## config.mk

```make
export PLATFORM = sky130hd
export DESIGN_NAME = rssi_agc_ctrl
export DESIGN_NICKNAME = d
export VERILOG_FILES = /design/src/rtl/rssi_agc_ctrl.sv
export SDC_FILE = /design/constraint.sdc
export NUM_CORES = 1
export LEC_CHECK = 0
export BUFFER_PORTS_ARGS = -buffer_cell sky130_fd_sc_hd__buf_2
export CELL_PAD_IN_SITES_DETAIL_PLACEMENT = 1
export CELL_PAD_IN_SITES_GLOBAL_PLACEMENT = 1
export CORE_ASPECT_RATIO = 0.7
export CORE_MARGIN = 1
export CORE_UTILIZATION = 30
export DETAILED_ROUTE_END_ITERATION = 7
export PLACE_DENSITY = 0.59
export SYNTH_ARGS = -nofsm -noshare
export SYNTH_HDL_FRONTEND = slang
export SYNTH_SLANG_ARGS = --single-unit
```

## constraint.sdc

```tcl
create_clock -name i_clk -period 3.95 [get_ports i_clk]
set_clock_uncertainty 0.2 [all_clocks]
set_input_delay 0.395 -clock i_clk [delete_from_list [all_inputs] [get_ports i_clk]]
set_output_delay 0.395 -clock i_clk [all_outputs]
set_load 0.1 [all_outputs]
```

## src/rtl/rssi_agc_ctrl.sv

```systemverilog
// rssi_agc_ctrl: window pulse generator, power result capture, log2 RSSI estimate
// and a hysteretic gain-code loop with saturation.
//
// state    | meaning
// ---------+-----------------------------------------------------------
// IDLE     | waiting for the next window boundary pulse
// WAIT_RES | window closed; waiting for the power result, with timeout
// CALC     | captured power converted to log2; first result dropped
// ADJ      | gain code stepped up/down/held against target +/- hyst
module rssi_agc_ctrl #(
  parameter int CLK_PER_WIN = 500000,
  parameter int TIMEOUT     = 64,
  parameter int GAIN_WIDTH  = 6,
  parameter int GAIN_INIT   = 32,
  parameter int GAIN_MAX    = 63
) (
  input  logic                  i_clk,
  input  logic                  i_rst,
  input  logic                  i_en,
  output logic                  o_syn_10ms,
  input  logic                  i_syn_flag,
  input  logic [25:0]           i_pow_sum,
  input  logic [6:0]            i_target_log,
  input  logic [2:0]            i_hyst,
  output logic [6:0]            o_rssi_log,
  output logic                  o_rssi_vld,
  output logic [GAIN_WIDTH-1:0] o_gain,
  output logic                  o_gain_upd,
  output logic                  o_timeout
);

  localparam int WIN_W = $clog2(CLK_PER_WIN + 1);
  localparam int TMO_W = $clog2(TIMEOUT + 1);
  localparam logic [WIN_W-1:0]      WIN_LAST = WIN_W'(CLK_PER_WIN - 1);
  localparam logic [TMO_W-1:0]      TMO_LAST = TMO_W'(TIMEOUT - 1);
  localparam logic [GAIN_WIDTH-1:0] G_MAX    = GAIN_WIDTH'(GAIN_MAX);
  localparam logic [GAIN_WIDTH-1:0] G_INIT   = GAIN_WIDTH'(GAIN_INIT);

  typedef enum logic [1:0] {IDLE, WAIT_RES, CALC, ADJ} state_t;

  state_t           state, state_nxt;
  logic [WIN_W-1:0] win_cnt;
  logic [TMO_W-1:0] tmo_cnt;
  logic [25:0]      pow_cap;
  logic             discard;
  logic             capture;
  logic             publish;
  logic             drop_first;
  logic             adj_en;
  logic [6:0]       rssi_calc;
  logic signed [7:0] rssi_s, lo_s, hi_s;

  // Leading-one index as integer part, the two bits below it as fraction.
  function automatic logic [6:0] log2_est(input logic [25:0] v);
    logic [4:0]  idx;
    logic [27:0] ext;
    logic [1:0]  frac;
    idx = '0;
    for (int i = 0; i < 26; i++) begin
      if (v[i]) idx = 5'(i);
    end
    // two zero bits appended so indices 0 and 1 pull in zeros below bit 0
    ext  = {v, 2'b00};
    frac = 2'(ext >> idx);
    return {idx, frac};
  endfunction

  assign rssi_calc = log2_est(pow_cap);
  assign rssi_s    = signed'({1'b0, o_rssi_log});
  assign lo_s      = signed'({1'b0, i_target_log}) - signed'({5'b0, i_hyst});
  assign hi_s      = signed'({1'b0, i_target_log}) + signed'({5'b0, i_hyst});
  assign o_syn_10ms = i_en && (win_cnt == WIN_LAST);

  // Window must outlast the longest result wait so the pulse always lands in IDLE.
  always_ff @(posedge i_clk) begin
    param_chk: assert (CLK_PER_WIN > TIMEOUT + 4)
      else $error("rssi_agc_ctrl: CLK_PER_WIN must exceed TIMEOUT+4");
  end

  // Free-running window counter, cleared while disabled.
  always_ff @(posedge i_clk) begin
    if (i_rst || !i_en) win_cnt <= '0;
    else if (win_cnt == WIN_LAST) win_cnt <= '0;
    else win_cnt <= win_cnt + WIN_W'(1);
  end

  // Result wait timer, only runs in WAIT_RES.
  always_ff @(posedge i_clk) begin
    if (i_rst || state != WAIT_RES) tmo_cnt <= '0;
    else tmo_cnt <= tmo_cnt + TMO_W'(1);
  end

  // State register.
  always_ff @(posedge i_clk) begin
    if (i_rst) state <= IDLE;
    else state <= state_nxt;
  end

  // Next-state and control strobes.
  always_comb begin
    state_nxt  = state;
    capture    = 1'b0;
    publish    = 1'b0;
    drop_first = 1'b0;
    adj_en     = 1'b0;
    o_timeout  = 1'b0;
    case (state)
      IDLE:     if (o_syn_10ms) state_nxt = WAIT_RES;
      WAIT_RES: begin
        // a flag arriving in the terminal-count cycle still counts as a result
        if (i_syn_flag) begin
          capture   = 1'b1;
          state_nxt = CALC;
        end else if (tmo_cnt == TMO_LAST) begin
          o_timeout = 1'b1;
          state_nxt = IDLE;
        end
      end
      CALC: begin
        if (discard) begin
          drop_first = 1'b1;
          state_nxt  = IDLE;
        end else begin
          publish   = 1'b1;
          state_nxt = ADJ;
        end
      end
      ADJ: begin
        adj_en    = 1'b1;
        state_nxt = IDLE;
      end
      default: state_nxt = IDLE;
    endcase
    if (!i_en || i_rst) begin
      state_nxt  = IDLE;
      capture    = 1'b0;
      publish    = 1'b0;
      drop_first = 1'b0;
      adj_en     = 1'b0;
      o_timeout  = 1'b0;
    end
  end

  // Capture, RSSI publish, discard tracking and gain adjustment.
  always_ff @(posedge i_clk) begin
    if (i_rst) begin
      pow_cap    <= '0;
      o_rssi_log <= '0;
      o_rssi_vld <= 1'b0;
      o_gain     <= G_INIT;
      o_gain_upd <= 1'b0;
      discard    <= 1'b1;
    end else begin
      o_rssi_vld <= 1'b0;
      o_gain_upd <= 1'b0;
      if (!i_en) discard <= 1'b1;
      if (capture) pow_cap <= i_pow_sum;
      if (drop_first) discard <= 1'b0;
      if (publish) begin
        o_rssi_log <= rssi_calc;
        o_rssi_vld <= 1'b1;
      end
      if (adj_en) begin
        if (rssi_s < lo_s && o_gain != G_MAX) begin
          o_gain     <= o_gain + GAIN_WIDTH'(1);
          o_gain_upd <= 1'b1;
        end else if (rssi_s > hi_s && o_gain != '0) begin
          o_gain     <= o_gain - GAIN_WIDTH'(1);
          o_gain_upd <= 1'b1;
        end
      end
    end
  end

endmodule

```

==> After elaboration in Yosys (flattened, before gate mapping) <==
Index checks and enable logic that the tools add are counted.
{ "totals": {"register_bits": 70, "out_inout_bits": 17, "word_cells": 95, "inputBits": 40} }
{ "classes": {"n_bitwise": 1, "mux": 52, "eq_ne": 10, "n_lt_le_gt_ge": 2, "n_addsub": 6, "reduce_logical": 14, "shifts": 1} }
{ "ops": {"columns": ["op", "n"], "rows": [
  ["5-bit 2-to-1 mux", 24],
  ["28-bit by 5-bit >> shifter with 2-bit output", 1],
  ["1-bit 2-to-1 mux", 21],
  ["19-bit by 1-bit adder with 19-bit output, second input constant", 1],
  ["19-bit == test, second input constant", 1],
  ["6-bit 2-to-1 mux", 2],
  ["7-bit by 3-bit adder with 8-bit output", 1],
  ["8-bit > comparator", 1],
  ["8-bit less-than comparator", 1],
  ["2-bit 2-to-1 mux", 4],
  ["2-bit one-hot mux with 4 select lines", 1],
  ["7-bit by 3-bit subtractor with 8-bit output", 1],
  ["7-bit by 1-bit adder with 7-bit output, second input constant", 1],
  ["7-bit by 6-bit == test with 1-bit output, second input constant", 1],
  ["6-bit by 1-bit adder with 6-bit output, second input constant", 1],
  ["6-bit != test, second input constant", 1],
  ["6-bit nonzero test", 1],
  ["2-bit OR reduction", 3],
  ["6-bit by 1-bit subtractor with 6-bit output, second input constant", 1],
  ["2-bit == test, second input constant", 2],
  ["2-bit by 1-bit != test with 1-bit output, second input constant", 2],
  ["2-bit AND reduction", 2],
  ["1-bit logical AND", 3],
  ["3-bit != test, second input constant", 1],
  ["other kinds (7)", 8]
]} }

==> Longest topological paths before layout <==
{ "logic_depth": {"ltp_word": 26, "ltp_mapped": 20, "ltp_nobuf": 20} }

==> Least setup slack after synthesis <==
Ideal clock, no wire load.
{ "synth_path": {"kind": "register to output", "from": "register tmo_cnt[0]", "to": "output port o_timeout", "n_path_buf": 0, "path_slack_ns": -0.580, "required_time_ns": 3.355, "t_arrival_ns": 3.935, "path_stages_with_launch": 5, "cell_sequence": "dfxtp_1 > ha_1 > nand3_1 > or3_1 > nor4_1"} }
{ "synth_via": {"elab_chain_cells": 5} }
{ "synth_lines": {"columns": ["item", "line_no", "text"], "rows": [
  ["from (decl)", "43", "logic [TMO_W-1:0] tmo_cnt;"],
  ["from (signal assigned)", "90", "else tmo_cnt <= tmo_cnt + TMO_W'(1);"],
  ["7-bit by 6-bit == test with 1-bit output", "114", "end else if (tmo_cnt == TMO_LAST) begin"],
  ["1-bit 2-to-1 mux", "114", null],
  ["1-bit 2-to-1 mux", "111", "if (i_syn_flag) begin"],
  ["1-bit 2-to-1 mux", "107", "case (state)"],
  ["1-bit 2-to-1 mux", "134", "if (!i_en || i_rst) begin"],
  ["to (decl)", "29", "output logic o_timeout"]
]} }
Every way passes these cells.

==> Worst setup path after layout <==
{ "layout_path": {"from": "input port i_target_log[0]", "to": "register o_gain[5]"} }
{ "layout_via": {"elab_chain_cells": 5, "word_cells_on_any_way": 9, "classes_between": "add/sub: 2; order compare: 2; mux: 1; reduce/logical: 4"} }
{ "layout_lines": {"columns": ["item", "line_no", "text"], "rows": [
  ["from (decl)", "23", "input logic [6:0] i_target_log,"],
  ["7-bit by 3-bit subtractor with 8-bit output or 7-bit by 3-bit adder with 8-bit output (tied branches)", "70, 71", null],
  ["8-bit less-than comparator or 8-bit > comparator (tied branches)", "164, 167", null],
  ["1-bit logical AND, on equally long branches", "164, 167", null],
  ["2-bit nonzero test (no source line)", null, null],
  ["2-bit AND reduction (no source line)", null, null],
  ["to (signal assigned)", "165", "o_gain <= o_gain + GAIN_WIDTH'(1);"],
  ["to (signal assigned)", "168", "o_gain <= o_gain - GAIN_WIDTH'(1);"],
  ["to (decl)", "27", "output logic [GAIN_WIDTH-1:0] o_gain,"]
]} }
Parallel ways exist; a longest one is shown, timed or not.
A chain may end at the register's enable or synchronous reset.

==> impl_metrics.toml <==
[route]
wl_per_cell_um = 15.5
route.vias.total = 4086
drtPass1Iterations = 4
drtIter0Drc = 179
routed_wl_um = 12500
ant_nets = 0
avgViaCountPerCell = 5.05
drc = 0

[flow_run]
max-cap-violations = 0

[timing]
finalSetupViolCount = 0
final-max-slew-violation-count = 0
hold_viol = 0
max_clock_freq_mhz = 265
worst_pin_slew_ns = 0.952
finalSetupTns_ns = 0
hold_ws_ns = 0.0877
period_share = 0.954
period_needed_ns = 3.77
max_slew_margin = 0.365
rsz0062_at_grt = "yes"

[synth]
synth_nets = 618
syn_inst = 550
synth-seq-area-share = 0.324
yosys_warnings = 0
synth_area_um2 = 4320
ys_types = 63
ys.flop_type = "dfxtp_1"
ys_async_sr_fraction = 0
synth_edf_count = 0
syn_area_per_cell_um2 = 7.86
synth.ff_latch_count = 70

[setup_path]
worst-r2r-cell-count = 14
crit-reg2reg-launch = "o_rssi_log[1]$_SDFFE_PP0P_"
crit_type = "primary input to flip-flop"
worstPathCellList = "buf_2, inv_1, ha_1, inv_2, fa_2, a211o_1, nor3_2, xnor2_1, ha_1, inv_1, o22ai_1, nor2_1, o311ai_4, ha_1, a21o_1, a21o_1, a21o_1, a21oi_2, o211a_1, o2111ai_2, mux2i_1"
required_ns = 3.98
rr_endpoint = "o_gain[5]$_SDFFE_PP1P_"
path_buf_inv = 4
cp.arrival_ns = 3.80
rrSetupSlack_ns = 0.78
startpoint_type = "primary input"
path_delay_family = "compound AO/OA/AOI/OAI gates"
slowest_delay_ns = 0.34
crit_fanout = 3
end_kind = "flip-flop"
critPathSlowestCell = "fa_2"

[global_routing]
grt_pass1_vias = 4149
grt_overflow = 0
antenna_found_initial = 0
grt_max_degree = 42
grt_pass1_wl_um = 21100
grt_usage = 0.179

[clock_network]
postCtsHoldBufs = 0
ctsRootBufferMaster = "clkbuf_16"
ctsLongestPathBuffers = 2
numCtsBuffers = 9
clkSinkCount = 70
clk_pin_slew_ns = 0.06
htreeDepth = 3
cts_tree = "yes"
clock_latency_ns = 0.34

[die]
ios = 57
rows = 36
dieArea_um2 = 14900
initial_utilization = 0.309
coreArea_um2 = 14000
dieHeight_um = 102
die_w_um = 145

[status]
status = "finished clean"

[place]
gp_congestion = 0.831
dp_hpwl_um = 9450
port-buffer-count = 56

[min_path]
hp-class = "primary input to flip-flop"
hold-path-cell-count = 3
worstHoldStart = "i_pow_sum[5]"
min_to = "pow_cap[5]$_SDFFE_PP0P_"

[cells_and_area]
drive_above_1_share = 0.202
diodes = 0
syn_to_final_growth_pct = 22.5
fin_util = 0.379
final_nets = 682
fill_cells = 1712

[power_and_ir_drop]
design_power_total_w = 0.00166
p_leak_nw = 2.05
powerDensity_nw_per_um2 = 314
peakVddDrop_v = 0.000213
report_power, final:
part / internal, W / switching, W / leakage, nW
logic: 0.0000606 / 0.0000662 / 1.34
registers: 0.000707 / 0.000000840 / 0.564
clock network: 0.000506 / 0.000320 / 0.142
total: 0.00127 / 0.000387 / 2.05
timing repair:
item | 4_1_cts | 5_1_grt
gates resized for setup | 0 | 8
endpoints found under the setup margin | 0 | 2
buffers inserted | 0 | 0
cell type report:
type | count | area, um^2 | area share
sequential | 70 | 1400 | 0.265
clock inverter | 5 | 58.8 | 0.0111
timing repair buffer | 77 | 438 | 0.0827
clock buffer | 11 | 243 | 0.0459
inverter | 21 | 81.3 | 0.0154
multi-input combinational | 435 | 2830 | 0.535
tap | 190 | 238 | 0.0449
tightest hold or removal path: cells and delay by family:
kind	cells	cell delay, ns
buffers and inverters	1	0.09
AO/OA/AOI/OAI	1	0.05
AND/OR/NAND/NOR	1	0.04
how the worst max path moves through the flow:
| stage | cells past startpoint | to | start |
|---|---|---|---|
| after floorplan | 19 | o_gain[5]$_SDFFE_PP1P_ | i_hyst[1] |
| after global placement | 20 | o_gain[5]$_SDFFE_PP1P_ | i_hyst[1] |
| after detailed placement | 20 | o_gain[5]$_SDFFE_PP1P_ | i_hyst[1] |
| after CTS | 20 | o_gain[5]$_SDFFE_PP1P_ | i_hyst[1] |
| after global routing | 21 | o_gain[5]$_SDFFE_PP1P_ | i_target_log[0] |
| final | 21 | o_gain[5]$_SDFFE_PP1P_ | i_target_log[0] |
metal layers:
layer / global-route usage / part of all wire / up-vias / routed length (um)
met2: 0.278 / 0.44 / 57 / 5500
met3: 0.0384 / 0.036 / 8 / 453
li1: - / - / 2061 / -
met4: 0.0648 / 0.0082 / 0 / 103
met5: 0 / 0 / - / 0
met1: 0.246 / 0.52 / 1960 / 6470
Yosys cell counts, drive strengths merged, types with 3 or more instances:
cell type / n / area, um^2
o21a: 6 / 45.0
o21bai: 3 / 22.5
xnor2: 13 / 114
a21oi: 46 / 230
nand4: 10 / 62.6
dfxtp: 70 / 1400
a21o: 7 / 53.8
clkbuf: 18 / 67.6
nor4: 8 / 56.3
nor2b: 11 / 68.8
nor3: 11 / 55.1
nand3: 15 / 75.1
nand3b: 5 / 37.5
or2: 5 / 31.3
or3: 11 / 68.8
xor2: 16 / 140
and3: 3 / 18.8
nor2: 56 / 210
o22ai: 3 / 18.8
mux2i: 12 / 120
a31oi: 6 / 52.6
a311oi: 3 / 32.5
buf: 6 / 53.8
inv: 21 / 78.8
nand2: 93 / 349
o211ai: 3 / 27.5
o31ai: 4 / 30.0
and2: 3 / 21.3
ha: 25 / 313
fa: 3 / 60.1
nand2b: 6 / 37.5
o21ai: 18 / 90.1
o2111ai: 3 / 26.3
o311ai: 4 / 42.6
a211oi: 4 / 35.0
stage by stage:
step | setup slack, ns | instance area (um^2) | instances
detailed placement | -0.324 | 4950 | 793
finish | 0.182 | 5290 | 809
floorplan | 0.0210 | 4390 | 550
global route | -0.0329 | 5290 | 809
CTS | 0.0482 | 5250 | 809
global placement | -0.125 | 4950 | 793
placed cells by master, fill, tap and decap left out, types with 5 or more instances in the layout:
cell type | netlist | routed
nand2_1 | 93 | 93
dfxtp_1 | 70 | 70
nor2_1 | 56 | 56
buf_2 | 1 | 56
a21oi_1 | 46 | 43
ha_1 | 25 | 22
buf_4 | 2 | 21
inv_1 | 21 | 19
o21ai_0 | 18 | 18
xor2_1 | 16 | 15
nand3_1 | 15 | 15
xnor2_1 | 13 | 13
mux2i_1 | 12 | 12
nor2b_1 | 11 | 11
nand4_1 | 10 | 10
or3_1 | 11 | 10
nor3_1 | 11 | 9
clkbuf_16 | 0 | 9
o21a_1 | 6 | 6
nor4_1 | 7 | 6
nand2b_1 | 6 | 6
a21o_1 | 6 | 6
or2_2 | 5 | 5
a31oi_1 | 5 | 5
nand3b_1 | 5 | 5
registers in the layout, summed over array words and instances, names as in the netlist:
register and count:
o_rssi_vld 1, discard 1, tmo_cnt 7, o_gain 6
o_gain_upd 1, win_cnt 19, state 2, pow_cap 26
o_rssi_log 7
logic make-up after synthesis:
group	synth area share
compound gates	0.193
xor+xnor	0.0588
fa+ha+maj	0.0863
buf+inv	0.0463
flops	0.324
mux	0.0278
simple gates	0.264
(Power assumes the default switching activity.)
